--- src/rtl/if_fetch_ctrl_pkg.sv ---
// Shared constants and types for the instruction-fetch stage.
package if_fetch_ctrl_pkg;

    localparam int          XLEN       = 64;
    localparam int          CTRLBUS_IF = 1;
    localparam logic [31:0] INST_NOP   = 32'h0000_0013;

    // One instruction-buffer entry as delivered to ID.
    typedef struct packed {
        logic [XLEN-1:0] pc;
        logic [31:0]     inst;
        logic            fault;
    } ibuf_entry_t;

    // Picks the 32-bit instruction out of a 64-bit bus beat using pc[2].
    function automatic logic [31:0] select_word(input logic [63:0] rdata, input logic hi);
        return hi ? rdata[63:32] : rdata[31:0];
    endfunction

endpackage

--- src/rtl/if_fetch_ctrl_fetch_fifo.sv ---
// Small synchronous FIFO with synchronous clear, occupancy count and full/empty flags.
// Push on a full FIFO is accepted only when a pop happens in the same cycle.
module fetch_fifo #(
    parameter int  WIDTH = 8,
    parameter int  DEPTH = 2,
    localparam int CW    = $clog2(DEPTH + 1)
) (
    input  logic             clk,
    input  logic             rst,
    input  logic             clr,
    input  logic             push,
    input  logic [WIDTH-1:0] push_data,
    input  logic             pop,
    output logic [WIDTH-1:0] head,
    output logic [CW-1:0]    count,
    output logic             full,
    output logic             empty
);

    localparam int PW = (DEPTH > 1) ? $clog2(DEPTH) : 1;

    logic [WIDTH-1:0] mem [DEPTH];
    logic [PW-1:0]    rd_ptr;
    logic [PW-1:0]    wr_ptr;
    logic             do_push;
    logic             do_pop;

    function automatic logic [PW-1:0] ptr_inc(input logic [PW-1:0] p);
        return (p == PW'(DEPTH - 1)) ? '0 : p + 1'b1;
    endfunction

    assign empty   = (count == '0);
    assign full    = (count == CW'(DEPTH));
    assign do_pop  = pop & ~empty;
    assign do_push = push & (~full | do_pop);
    assign head    = mem[rd_ptr];

    // Pointer and occupancy tracking; clear wins over any push/pop in the same cycle.
    always_ff @(posedge clk or negedge rst) begin
        if (!rst) begin
            rd_ptr <= '0;
            wr_ptr <= '0;
            count  <= '0;
        end else if (clr) begin
            rd_ptr <= '0;
            wr_ptr <= '0;
            count  <= '0;
        end else begin
            if (do_push) wr_ptr <= ptr_inc(wr_ptr);
            if (do_pop)  rd_ptr <= ptr_inc(rd_ptr);
            case ({do_push, do_pop})
                2'b10:   count <= count + 1'b1;
                2'b01:   count <= count - 1'b1;
                default: ;
            endcase
        end
    end

    // Storage array; contents are only meaningful behind the pointers, so no reset.
    always_ff @(posedge clk) begin
        if (do_push && !clr) mem[wr_ptr] <= push_data;
    end

endmodule

--- src/rtl/if_fetch_ctrl.sv ---
// Instruction-fetch stage: issues one bus read per PC, tracks outstanding reads,
// drops responses made stale by a flush and delivers {pc, inst, fault} in order to ID.
module if_fetch_ctrl
    import if_fetch_ctrl_pkg::*;
#(
    parameter int MAX_OUTST  = 2,
    parameter int IBUF_DEPTH = 2
) (
    input  logic            clk,
    input  logic            rst,
    input  logic [5:0]      stall_valid_i,
    input  logic [5:0]      flush_valid_i,
    input  logic [XLEN-1:0] pc_i,
    input  logic            read_req_i,
    output logic            pc_advance_o,
    output logic            if_req_valid_o,
    output logic [XLEN-1:0] if_req_addr_o,
    input  logic            addr_ok_i,
    input  logic [63:0]     if_rdata_i,
    input  logic            if_rdata_valid_i,
    output logic            inst_valid_o,
    output logic [XLEN-1:0] inst_addr_o,
    output logic [31:0]     inst_o,
    output logic            inst_fault_o
);

    localparam int OW = $clog2(MAX_OUTST + 1);
    localparam int IW = $clog2(IBUF_DEPTH + 1);

    logic [OW-1:0]   out_cnt;
    logic [OW-1:0]   discard_cnt;
    logic            stall_if, flush_if, misaligned, credit, issue_ok;
    logic            accept, mis_push, resp, resp_keep;
    logic            ibuf_push, ibuf_pop, ibuf_empty, ibuf_full;
    logic [IW-1:0]   ibuf_cnt;
    ibuf_entry_t     ibuf_in, ibuf_head;
    logic [XLEN-1:0] pend_pc;
    logic [OW-1:0]   pend_cnt;
    logic            pend_full, pend_empty;

    assign stall_if   = stall_valid_i[CTRLBUS_IF];
    assign flush_if   = flush_valid_i[CTRLBUS_IF];
    assign misaligned = (pc_i[1:0] != 2'b00);

    // Every outstanding read reserves an ibuf slot, so a response can always be stored.
    assign credit   = (int'(out_cnt) + int'(ibuf_cnt) - int'(ibuf_pop)) < IBUF_DEPTH;
    // rst gates the combinational outputs so they drop the moment reset asserts.
    assign issue_ok = rst & read_req_i & credit & ~stall_if & ~flush_if;

    assign if_req_valid_o = issue_ok & ~misaligned & (out_cnt < OW'(MAX_OUTST));
    assign if_req_addr_o  = if_req_valid_o ? {pc_i[XLEN-1:3], 3'b000} : '0;
    assign accept         = if_req_valid_o & addr_ok_i;
    // A misaligned PC waits for older reads to return so the fault entry stays in order.
    assign mis_push       = issue_ok & misaligned & (out_cnt == '0);
    assign pc_advance_o   = accept | mis_push;

    assign resp      = if_rdata_valid_i;
    assign resp_keep = resp & (discard_cnt == '0) & ~flush_if;
    assign ibuf_push = resp_keep | mis_push;
    assign ibuf_pop  = inst_valid_o & ~stall_if;

    assign ibuf_in = resp_keep ? '{pc: pend_pc, inst: select_word(if_rdata_i, pend_pc[2]), fault: 1'b0}
                               : '{pc: pc_i, inst: INST_NOP, fault: 1'b1};

    fetch_fifo #(.WIDTH(XLEN), .DEPTH(MAX_OUTST)) u_pend_q (
        .clk       (clk),
        .rst       (rst),
        .clr       (1'b0),
        .push      (accept),
        .push_data (pc_i),
        .pop       (resp),
        .head      (pend_pc),
        .count     (pend_cnt),
        .full      (pend_full),
        .empty     (pend_empty)
    );

    fetch_fifo #(.WIDTH($bits(ibuf_entry_t)), .DEPTH(IBUF_DEPTH)) u_ibuf (
        .clk       (clk),
        .rst       (rst),
        .clr       (flush_if),
        .push      (ibuf_push),
        .push_data (ibuf_in),
        .pop       (ibuf_pop),
        .head      (ibuf_head),
        .count     (ibuf_cnt),
        .full      (ibuf_full),
        .empty     (ibuf_empty)
    );

    assign inst_valid_o = ~ibuf_empty;
    assign inst_addr_o  = inst_valid_o ? ibuf_head.pc    : '0;
    assign inst_o       = inst_valid_o ? ibuf_head.inst  : '0;
    assign inst_fault_o = inst_valid_o & ibuf_head.fault;

    // Outstanding/discard bookkeeping; on flush every read still in flight after this cycle is stale.
    always_ff @(posedge clk or negedge rst) begin
        if (!rst) begin
            out_cnt     <= '0;
            discard_cnt <= '0;
        end else begin
            case ({accept, resp})
                2'b10:   out_cnt <= out_cnt + 1'b1;
                2'b01:   out_cnt <= out_cnt - 1'b1;
                default: ;
            endcase
            if (flush_if)
                discard_cnt <= out_cnt - OW'(resp);
            else if (resp && discard_cnt != '0)
                discard_cnt <= discard_cnt - 1'b1;
        end
    end

    a_out_max:   assert property (@(posedge clk) disable iff (!rst) out_cnt <= OW'(MAX_OUTST));
    a_ibuf_max:  assert property (@(posedge clk) disable iff (!rst) ibuf_cnt <= IW'(IBUF_DEPTH));
    a_discard:   assert property (@(posedge clk) disable iff (!rst) discard_cnt <= out_cnt);
    a_no_resp:   assert property (@(posedge clk) disable iff (!rst) if_rdata_valid_i |-> out_cnt != '0);
    a_pend_sync: assert property (@(posedge clk) disable iff (!rst) pend_cnt == out_cnt);
    a_pend_push: assert property (@(posedge clk) disable iff (!rst) accept |-> !pend_full);
    a_pend_pop:  assert property (@(posedge clk) disable iff (!rst) resp |-> !pend_empty);
    a_ibuf_ovf:  assert property (@(posedge clk) disable iff (!rst) (ibuf_push && !ibuf_pop && !flush_if) |-> !ibuf_full);

endmodule

--- config.mk ---
export PLATFORM = sky130hd
export DESIGN_NAME = if_fetch_ctrl
export DESIGN_NICKNAME = d
export VERILOG_FILES = /design/src/rtl/if_fetch_ctrl_pkg.sv /design/src/rtl/if_fetch_ctrl_fetch_fifo.sv /design/src/rtl/if_fetch_ctrl.sv
export SDC_FILE = /design/constraint.sdc
export NUM_CORES = 1
export LEC_CHECK = 0
export ABC_AREA = 1
export BUFFER_PORTS_ARGS = -buffer_cell sky130_fd_sc_hd__buf_2
export CAP_MARGIN = 20
export CORE_ASPECT_RATIO = 1.2
export CORE_MARGIN = 4
export CORE_UTILIZATION = 55
export DETAILED_ROUTE_END_ITERATION = 10
export PLACE_DENSITY = 0.77
export SYNTH_ARGS = -nofsm -noshare
export SYNTH_HDL_FRONTEND = slang
export SYNTH_SLANG_ARGS = --single-unit
--- constraint.sdc ---
create_clock -name clk -period 8.2 [get_ports clk]
set_input_delay 0.41 -clock clk [delete_from_list [all_inputs] [get_ports clk]]
set_output_delay 0.41 -clock clk [all_outputs]
set_load 0.1 [all_outputs]
Word-level counts from Yosys, hierarchy flattened
Memories as Yosys holds them, arrays and structs flattened.
Index checks and enable logic that the tools add are counted.
Storage, ports and cells
  memory bits (writable): 322
  memories: 2
  word-level logic and storage cells: 100
  input port bits: 145
  output and inout bits: 164
  flip-flop bits (word level): 12
Memory list
  u_ibuf.mem: depth 2, width 97, read ports 1, clocked after Yosys merged registers in 0, write ports 1, RTL line if_fetch_ctrl_fetch_fifo.sv:22  | logic [WIDTH-1:0] mem [DEPTH];
  u_pend_q.mem: depth 2, width 64, read ports 1, clocked after Yosys merged registers in 0, write ports 1, RTL line if_fetch_ctrl_fetch_fifo.sv:22
Cells by class
  mux-type cells: 23
  magnitude comparators: 2
  bitwise gates (word level): 28
  reductions and logical operators: 15
  $add $sub $neg: 14
  equal/unequal tests: 8
Operators by type and width (count)
  $mux 64: 2
  $mux 97: 1
  $mux 32: 2
  $and 1x1->1: 17
  $reduce_bool 2->1: 7
  $mux 1: 12
  $pmux 2 s2: 3
  $eq 2x2->1 const B: 5
  $logic_not 2->1: 4
  $sub 2x1->2 const B: 4
  $not 1->1: 7
  $add 2x1->2 const B: 3
  $eq 2x1->1 const B: 3
  $mux 2: 3
  $add 1x1->1 const B: 4
  $lt 4x3->1 const B: 1
  $or 1x1->1: 4
  $sub 3x1->4: 1
  $add 2x2->3: 1
  $reduce_bool 3->1: 1
  $logic_and 1x1->1: 2
  $lt 2x2->1 const B: 1
  $sub 2x1->2: 1
  $logic_not 1->1: 1

Logic depth before layout (Yosys ltp)
Gate-level depths: netlist of run 1.
  depth after elaboration: 15
  gate-level depth with buffers: 17

Modules after synthesis
From an unflattened synthesis of run 1, not the netlist that was laid out.
Unflattened totals
  cells, all modules: 1626
  area, all modules: 15603.7 µm²
By module, submodules not included
  fetch_fifo at u_ibuf: area each 7319.5 µm², cells each 546, sequential area each 5925.7 µm², instances 1
  fetch_fifo at u_pend_q: area each 4912.2 µm², cells each 372, sequential area each 3943.8 µm², instances 1
  if_fetch_ctrl: area each 3372.0 µm², cells each 708, sequential area each 100.1 µm², instances 1

Worst setup path before layout of run 1
OpenSTA, ideal clock, no wires.
  path kind: register to register
  from: register u_ibuf.count[0]
  to: memory u_ibuf.mem[0][0] (netlist bit), enable pin
  clock period less this slack: 6.654 ns
  arrival: 6.100 ns
  buffers on the path: 0
  stages on the path, launching flop included: 13
  library setup time: 0.554 ns
  setup slack: 1.546 ns
  cell sequence: dfrtp_1 > nor2_4 > nor2_4 > ha_1 > inv_1 > nand2_1 > fa_1 > nand3_1 > nand2_2 > nand3_2 > nand2_1 > o21ai_1 > nor2_1
Between the ends
  word-level cells in the longest chain between the ends: 15
  elaborated cells on any way between the ends: 20
  classes of those cells: add/sub: 2; order compare: 1; eq/ne: 1; mux: 2; bitwise: 12; reduce/logical: 2
Ends and longest elaborated chain
  start, declared: RTL line if_fetch_ctrl_fetch_fifo.sv:15  | output logic [CW-1:0] count,
  start signal, assigned: RTL line if_fetch_ctrl_fetch_fifo.sv:52  | 2'b10: count <= count + 1'b1;
  start signal, assigned: RTL line if_fetch_ctrl_fetch_fifo.sv:53  | 2'b01: count <= count - 1'b1;
  branches (longest 11 deep; another with $sub 3x1->4)
  $and 1x1->1 *: RTL line if_fetch_ctrl_fetch_fifo.sv:35  | assign do_push = push & (~full | do_pop);
  $logic_and 1x1->1 *: RTL line if_fetch_ctrl_fetch_fifo.sv:61  | if (do_push && !clr) mem[wr_ptr] <= push_data;
  $mux 1 *: RTL line if_fetch_ctrl_fetch_fifo.sv:61
  $mux 1 (not written as such) *: RTL line if_fetch_ctrl_fetch_fifo.sv:61
  end, declared: RTL line if_fetch_ctrl_fetch_fifo.sv:22
Mark *: on every way between the ends.

Worst setup path in the final report of run 1
  from: register u_ibuf.count[1]
  to: output if_req_addr_o[55]
Between the ends
  word-level cells in the longest chain between the ends: 11
  elaborated cells on any way between the ends: 12
  classes of those cells: add/sub: 2; order compare: 1; mux: 1; bitwise: 7; reduce/logical: 1
Ends and longest elaborated chain
  branches (longest 3 deep; another with $add 2x2->3)
  $sub 3x1->4 *: RTL line if_fetch_ctrl.sv:46  | assign credit = (int'(out_cnt) + int'(ibuf_cnt) - int'(ibuf_pop)) < IBUF_DEPTH;
  $lt 4x3->1 *: RTL line if_fetch_ctrl.sv:46
  $and 1x1->1 * (3 in series): RTL line if_fetch_ctrl.sv:48  | assign issue_ok = rst & read_req_i & credit & ~stall_if & ~flush_if;
  $and 1x1->1 * (2 in series): RTL line if_fetch_ctrl.sv:50  | assign if_req_valid_o = issue_ok & ~misaligned & (out_cnt < OW'(MAX_OUTST));
  $mux 64 *: RTL line if_fetch_ctrl.sv:51  | assign if_req_addr_o = if_req_valid_o ? {pc_i[XLEN-1:3], 3'b000} : '0;
  end, declared: RTL line if_fetch_ctrl.sv:17  | output logic [XLEN-1:0] if_req_addr_o,
Marked as above.

==> results.json, run 1 <==
{
  "worst_pin_slew_ns": 0.904,
  "maxCapViolCount": 0,
  "post_dp_cell_area_um2": 16200,
  "clk_latency_ns": 0.54,
  "syn2layout_area_growth_pct": 17.9,
  "finalHoldViolCount": 0,
  "clkPwrFrac_pct": 21.2,
  "numClockSinks": 334,
  "synth-edff-count": 322,
  "wl_mm": 32.5,
  "fin_skew_ns": 0.00989,
  "gp_congestion": 0.782,
  "whs_endpoint": "u_pend_q.mem[1][2]",
  "crit_path_max_incr_delay_ns": 0.76,
  "slowest_stage": "buf_4",
  "drc": 0,
  "die_area_um2": 29200,
  "core_um2": 26200,
  "vias_per_cell": 5.26,
  "worst_setup_path_end_kind": "primary output",
  "grt_util_all_layers_pct": 21.7,
  "antenna_found_initial": 2,
  "ys.flop_type": "edfxtp_1",
  "rr_worst_depth": 14,
  "start_kind": "flip-flop",
  "place_hpwl_mm": 21.1,
  "synth-seq-cells": 334,
  "die_w_um": 157,
  "path_buf_inv": 5,
  "p_sw_share_pct": 48.6,
  "r2r_start": "u_ibuf.count[1]",
  "start_util_pct": 55.7,
  "grt-ovfl-total": 0,
  "critical_path_arrival_ns": 4.12,
  "n_fill_cell": 1942,
  "crit_type": "flip-flop to primary output",
  "synth-warning-count": 0,
  "placementRows": 65,
  "top_level_ports": 309,
  "cp_cell_sequence": "nor2_4, nor2_4, ha_1, inv_1, nand2_1, fa_1, inv_1, nand2_1, nand3_1, nand2_2, nand2_2, nor2_8, inv_6, buf_4, nor2_2, buf_2",
  "dr_wl_met3_mm": 2.22,
  "reg2reg_slack_ns": 3.91,
  "combPwrFrac_pct": 45.3,
  "synth_area_um2": 14600,
  "routed.top_layer": "met5",
  "power_frac_seq_pct": 33.5,
  "h-tree-depth": 1,
  "wl_per_cell_um": 17.0,
  "synthArstFlopShare_pct": 3.59,
  "clkTransAtPathRegs_ns": 0.06,
  "p_int_mw": 3.21,
  "fin_setup_tns_ns": 0,
  "postCtsSetupRepairBufs": 0,
  "avgSynthCellArea_um2": 11.4,
  "first_pass_iters": 7,
  "synth.top_cell.area_share_pct": 66.3,
  "multi_input_area_um2": 3870,
  "finalSetupViolations": 0,
  "maxSlewViolCount": 0,
  "yosysSeqAreaShare_pct": 68.4,
  "grt_max_degree": 93,
  "wirelength_met1_mm": 12.5,
  "ys_types": 34,
  "powerDensity_nw_per_um2": 363,
  "hold_path.class": "primary input to flip-flop",
  "register_area_um2": 9970,
  "hp-start": "pc_i[2]",
  "slew_headroom_pct": 39.8,
  "fin_crit_sh_pct": 55.3,
  "grt_pass1_wl_mm": 51.1,
  "drive_gt1_share_pct": 27.7,
  "drt_iter0_markers": 629,
  "design_area_um2": 17200,
  "rsz0062_at_grt": "no",
  "fmax_mhz": 221,
  "synthesis.instances": 1280,
  "crit_path_start": "u_ibuf.count[1]",
  "numCtsBuffers": 31,
  "status": "complete, no violations",
  "critical_path.top_delay_family": "buffers and inverters",
  "clk_path_buf_depth": 3,
  "root_buffer": "clkbuf_16",
  "fin_hold_ws_ns": 0.0781,
  "ant_nets": 0,
  "cp_data_required_time_ns": 7.79,
  "synthMostInstantiatedCell": "nand2_1",
  "cts_tree": "done",
  "switchingPower_mw": 3.03,
  "die_y_um": 186,
  "wl_met2_mm": 17.0,
  "min_period_ns": 4.53,
  "p_leak_nw": 7.00,
  "io_buffer_count": 295,
  "whs_path_depth": 1,
  "crit_fanout": 34,
  "synth_area_leaders": "edfxtp_1 (66%), nand2_1 (8.9%), a21oi_1 (3.5%), nor2_1 (3.3%), nor2_4 (3.2%)",
  "ir_worst_vdd_mv": 0.229,
  "nNetsFinal": 1701,
  "synth_common_cells": "nand2_1 (347), edfxtp_1 (322), nor2_1 (129), a21oi_1 (101), inv_1 (80)",
  "finalPower_mw": 6.23,
  "grt_pass1_vias": 9999,
  "timing.rr.end": "u_ibuf.mem[0][49]",
  "vias": 10000,
  "yosysTopAreaCell": "edfxtp_1"
}
## layer usage
layer  global-route usage (%)  vias up
li1                         -     4883
met1                     26.2     4705
met2                     40.5      394
met3                     2.85       61
met4                     5.94        2
met5                        0        -
## per-stage QoR
stage	utilization, %	setup WS (ns)	std cells
CTS	65.6	3.64	1906
global route	65.6	3.43	1908
detailed placement	61.9	3.90	1848
finish	65.6	3.67	1908
floorplan	-	1.55	1282
global placement	61.7	3.75	1846
## power by group through the flow
stage	Sequential, mW	Combinational (mW)	Clock, mW
floorplan	2.10	2.33	0
global placement	2.12	2.78	0
detailed placement	2.12	2.83	0
CTS	2.09	2.84	1.35
global route	2.10	2.98	1.42
finish	2.09	2.82	1.32
## state kept, by name, indices dropped and copies added (netlist names)
register         flops
u_ibuf.mem         194
u_pend_q.mem       128
discard_cnt          2
out_cnt              2
u_ibuf.count         2
u_pend_q.count       2
u_ibuf.rd_ptr        1
u_ibuf.wr_ptr        1
u_pend_q.rd_ptr      1
u_pend_q.wr_ptr      1
## placed cells by master (no fill, tap or decap), types with 2 or more instances in the layout
cell       instances
dfrtp_1           10
conb_1             3
nor2_1           125
nand2_2            2
bufinv_16          2
buf_16             2
o21ai_1            3
inv_1             80
clkbuf_16         31
clkinv_2           8
nand3_2            4
ha_1               7
o21ai_0           36
nor3_2             2
nor2_2            20
nand2_1          347
inv_2              3
xor2_1             5
nor2_4            46
clkinv_1           8
edfxtp_1         322
buf_2            295
buf_4             12
nand3_1           11
xnor2_1            2
clkbuf_1           8
a31oi_1           63
a21oi_1          101
## worst max path at each step
stage / to / slack (ns) / cells past startpoint
2_1_floorplan: u_ibuf.mem[0][0] / 1.55 / 12
3_3_place_gp: u_ibuf.mem[0][49] / 3.75 / 13
3_5_place_dp: u_ibuf.mem[0][70] / 3.90 / 14
4_1_cts: if_req_addr_o[57] / 3.64 / 16
5_1_grt: if_req_addr_o[55] / 3.43 / 16
6_report: if_req_addr_o[55] / 3.67 / 16
## area by class of cell
type | instances | share of cell area, %
clock inverter | 18 | 0.772
inverter | 86 | 1.93
sequential | 334 | 58.0
clock buffer | 39 | 4.69
antenna | 1 | 0.0146
timing repair buffer | 311 | 9.58
tap | 335 | 2.44
multi-input combinational | 784 | 22.5
## logic make-up after synthesis
family / Yosys count / share of synthesized area [%]
and+or+nand+nor: 561 / 17.5
DFF: 334 / 68.4
AOI/OAI and AO/OA: 205 / 7.62
buffers and inverters: 164 / 5.33
adders and majority gates: 8 / 0.738
xor gates and xnor gates: 7 / 0.420
other: 1 / 0.0257
## repair_timing
action | CTS | global route
resized for setup | 0 | 0
hold buffers | 1 | 0
setup endpoints to repair | 0 | 0
endpoints found under the hold margin | 12 | 0
Note: power is estimated with default switching activity, not from simulation.
==> run 2: changes to the inputs <==
--- a/config.mk
+++ b/config.mk
@@ -5,14 +5,14 @@
 export SDC_FILE = /design/constraint.sdc
 export NUM_CORES = 1
 export LEC_CHECK = 0
-export ABC_AREA = 1
+export ABC_AREA = 0
 export BUFFER_PORTS_ARGS = -buffer_cell sky130_fd_sc_hd__buf_2
 export CAP_MARGIN = 20
 export CORE_ASPECT_RATIO = 1.2
 export CORE_MARGIN = 4
-export CORE_UTILIZATION = 55
+export CORE_UTILIZATION = 54
 export DETAILED_ROUTE_END_ITERATION = 10
-export PLACE_DENSITY = 0.77
+export PLACE_DENSITY = 0.76
 export SYNTH_ARGS = -nofsm -noshare
 export SYNTH_HDL_FRONTEND = slang
 export SYNTH_SLANG_ARGS = --single-unit
==> constraint.sdc (replaced) <==
create_clock -name clk -period 4.5 [get_ports clk]
set_input_delay 0.225 -clock clk [delete_from_list [all_inputs] [get_ports clk]]
set_output_delay 0.225 -clock clk [all_outputs]
set_load 0.1 [all_outputs]
==> run 2 against run 1 <==
Effect of this change:
- sequential share of layout area decreased by 4.6 points
- non-clock buffer count increased by 68
- clock power increased by 100%
- power increased by 31%
- first-iteration DRC count decreased by 17%
- core utilization increased by 7.2 points
- count of clock-buffer cells in the layout decreased by 2
- global-route usage decreased by 0.11 points
- clock skew increased by 0.013 ns
- routed wire length decreased by 1.6%
- hold slack got worse by 0.021 ns
- combinational power decreased by 38%
- largest power group is now registers
- highest routed layer is now met4
==> results.json, run 2 <==
{
  "slowest_stage": "fa_1",
  "core_um2": 25600,
  "p_leak_nw": 7.20,
  "finalHoldViolCount": 0,
  "drt_iter0_markers": 521,
  "nNetsFinal": 1528,
  "antenna_found_initial": 0,
  "dp_worst_setup_slack_ns": 0.763,
  "vias": 9121,
  "final_cells": 1730,
  "ant_nets": 0,
  "yosysSeqAreaShare_pct": 70.4,
  "grtUsageMet3_pct": 3.90,
  "setup_slack_ns": 0.263,
  "fin_skew_ns": 0.0227,
  "hold_path.class": "primary input to flip-flop",
  "start_kind": "flip-flop",
  "cts-hold-fix-buffers": 68,
  "synth-warning-count": 0,
  "antennaDiodeCount": 0,
  "critical_path_arrival_ns": 4.01,
  "slew_headroom_pct": 36.2,
  "grt_util_met1_pct": 25.4,
  "fin_crit_sh_pct": 94.1,
  "grt_pass1_vias": 9488,
  "multi_input_area_um2": 3930,
  "design_area_um2": 18700,
  "worst_setup_path_end_kind": "primary output",
  "finalPower_mw": 8.18,
  "drive_gt1_share_pct": 26.8,
  "synthArstFlopShare_pct": 3.59,
  "post_dp_cell_area_um2": 17000,
  "fin_setup_tns_ns": 0,
  "drc": 0,
  "synth-edff-count": 322,
  "io_buffer_count": 295,
  "maxSlewViolCount": 0,
  "synth-seq-cells": 334,
  "min_period_ns": 4.24,
  "cp_cell_sequence": "nor2_4, nor2_1, ha_1, nand2b_1, fa_1, a21oi_1, nand4b_2, nor4_4, buf_4, and2_1, buf_12",
  "clk_latency_ns": 0.56,
  "numClockSinks": 334,
  "first_pass_iters": 5,
  "avgSynthCellArea_um2": 13.9,
  "largest_register_ffs": 194,
  "postCtsSetupRepairBufs": 0,
  "layout_common_cells": "edfxtp_1 (322), buf_2 (233), mux2i_1 (161), nand2_1 (136), nor2_1 (107)",
  "worst_pin_slew_ns": 0.957,
  "crit_fanout": 63,
  "utilization_pct": 72.9,
  "wl_per_cell_um": 18.5,
  "yosysTopAreaCell": "edfxtp_1",
  "synth.top_cell.area_share_pct": 68.3,
  "grt_pass1_wl_mm": 49.6,
  "synth_area_um2": 14200,
  "synth_area_leaders": "edfxtp_1 (68%), mux2i_1 (11%), nand2_1 (3.6%), nor2_1 (2.9%), and2_1 (2.7%)",
  "place_hpwl_mm": 19.9,
  "whs_path_depth": 3,
  "die_w_um": 156,
  "ys.flop_type": "edfxtp_1",
  "start_util_pct": 55.2,
  "path_buf_inv": 2,
  "crit_path_max_incr_delay_ns": 0.64,
  "wl_mm": 32.0,
  "rsz0062_at_grt": "no",
  "fmax_mhz": 236,
  "finalSetupViolations": 0,
  "cp.depth": 11,
  "vias_per_cell": 5.27,
  "n_fill_cell": 1645,
  "ys_types": 38,
  "crit_type": "flip-flop to primary output",
  "critical_path.top_delay_family": "simple AND/OR/NAND/NOR gates",
  "largest_register": "u_ibuf.mem",
  "die_area_um2": 28900,
  "synthesis.instances": 1022,
  "rr_worst_depth": 11,
  "clk_path_buf_depth": 3,
  "maxCapViolCount": 0,
  "grt_max_degree": 90,
  "cts_resized": 0,
  "syn2layout_area_growth_pct": 31.9,
  "final_common_cell": "edfxtp_1",
  "reg_top3": "u_ibuf.mem (194), u_pend_q.mem (128)",
  "numCtsBuffers": 31,
  "powerDensity_nw_per_um2": 438,
  "register_area_um2": 9980,
  "fin_hold_ws_ns": 0.0569,
  "root_buffer": "clkbuf_16",
  "ir_worst_vdd_mv": 0.392,
  "grt_busiest_layer": "met2",
  "cts_tree": "done",
  "clkTransAtPathRegs_ns": 0.07,
  "placementRows": 64,
  "synth_common_cells": "edfxtp_1 (322), mux2i_1 (162), nand2_1 (136), nor2_1 (110), o21ai_0 (67)",
  "h-tree-depth": 1,
  "status": "complete, no violations",
  "synthMostInstantiatedCell": "edfxtp_1",
  "numPlacedInstances": 1604,
  "grt_util_all_layers_pct": 21.6,
  "gp_congestion": 0.781,
  "cp_data_required_time_ns": 4.28,
  "grt_use_met2_pct": 40.5,
  "top_level_ports": 309,
  "grt-ovfl-total": 0,
  "die_y_um": 185
}
[run 2: cell types whose count changed after synthesis, moves of 8 or more]
cell,before,now
o21ai_0,36,67
a21oi_1,101,33
nor2_4,42,0
nand2_1,347,136
buf_2,28,19
inv_1,80,12
nor2_2,20,0
nor2_1,129,110
nand3_1,11,3
and2_1,0,62
mux2i_1,0,162
a31oi_1,63,0
[run 2: where the power goes]
part	switching, mW	total [mW]	internal [mW]
combinational	1.18	1.75	0.563
sequential	0.144	3.78	3.64
clock	1.10	2.65	1.55
[run 2: path summary, 6_finish.rpt]
kind	startpoint	endpoint	slack [ns]
worst max-delay path	u_ibuf.count[0]	if_req_addr_o[58]	0.26
worst min-delay path	if_rdata_i[13]	u_ibuf.mem[1][14]	0.06
worst max register to register	u_ibuf.count[0]	u_ibuf.mem[0][72]	0.73
worst min register to register	u_pend_q.count[1]	u_pend_q.count[1]	0.52
max in group asynchronous	rst	u_pend_q.rd_ptr	4.13
min in group asynchronous	rst	u_ibuf.count[0]	0.10
[run 2: logic make-up (layout without fill, tap and decap cells)]
family,count (synthesis),after routing,synth area share (%)
flops,334,334,70.4
simple gates,324,324,10.2
mux,163,163,11.5
compound gates,108,108,4.21
buf+inv,73,449,2.18
xor+xnor,11,11,0.681
fa+ha+maj,8,8,0.760
other cells,1,3,0.0265
[run 2: worst register-to-register path, delay by kind of cell (launching register included)]
kind / cells / cell delay, ns
AO/OA/AOI/OAI: 3 / 0.72
adder cells (fa/ha/maj): 2 / 0.90
buffers and inverters: 1 / 0.44
flip-flops: 1 / 0.46
AND/OR/NAND/NOR: 5 / 0.87
[run 2: final cells by class]
cell class / count / share of cell area (%)
multi-input combinational: 617 / 21.0
clock buffer: 37 / 4.28
inverter: 12 / 0.255
sequential: 334 / 53.4
timing repair buffer: 379 / 17.5
clock inverter: 21 / 1.27
tap: 330 / 2.21
[run 2: routing by layer]
layer / share of wire (%) / wire length (um) / up-vias
li1: - / - / 4376
met1: 38 / 12300 / 4410
met2: 53 / 17000 / 281
met3: 6.1 / 1960 / 54
met4: 2.5 / 785 / 0
met5: 0 / 0 / -
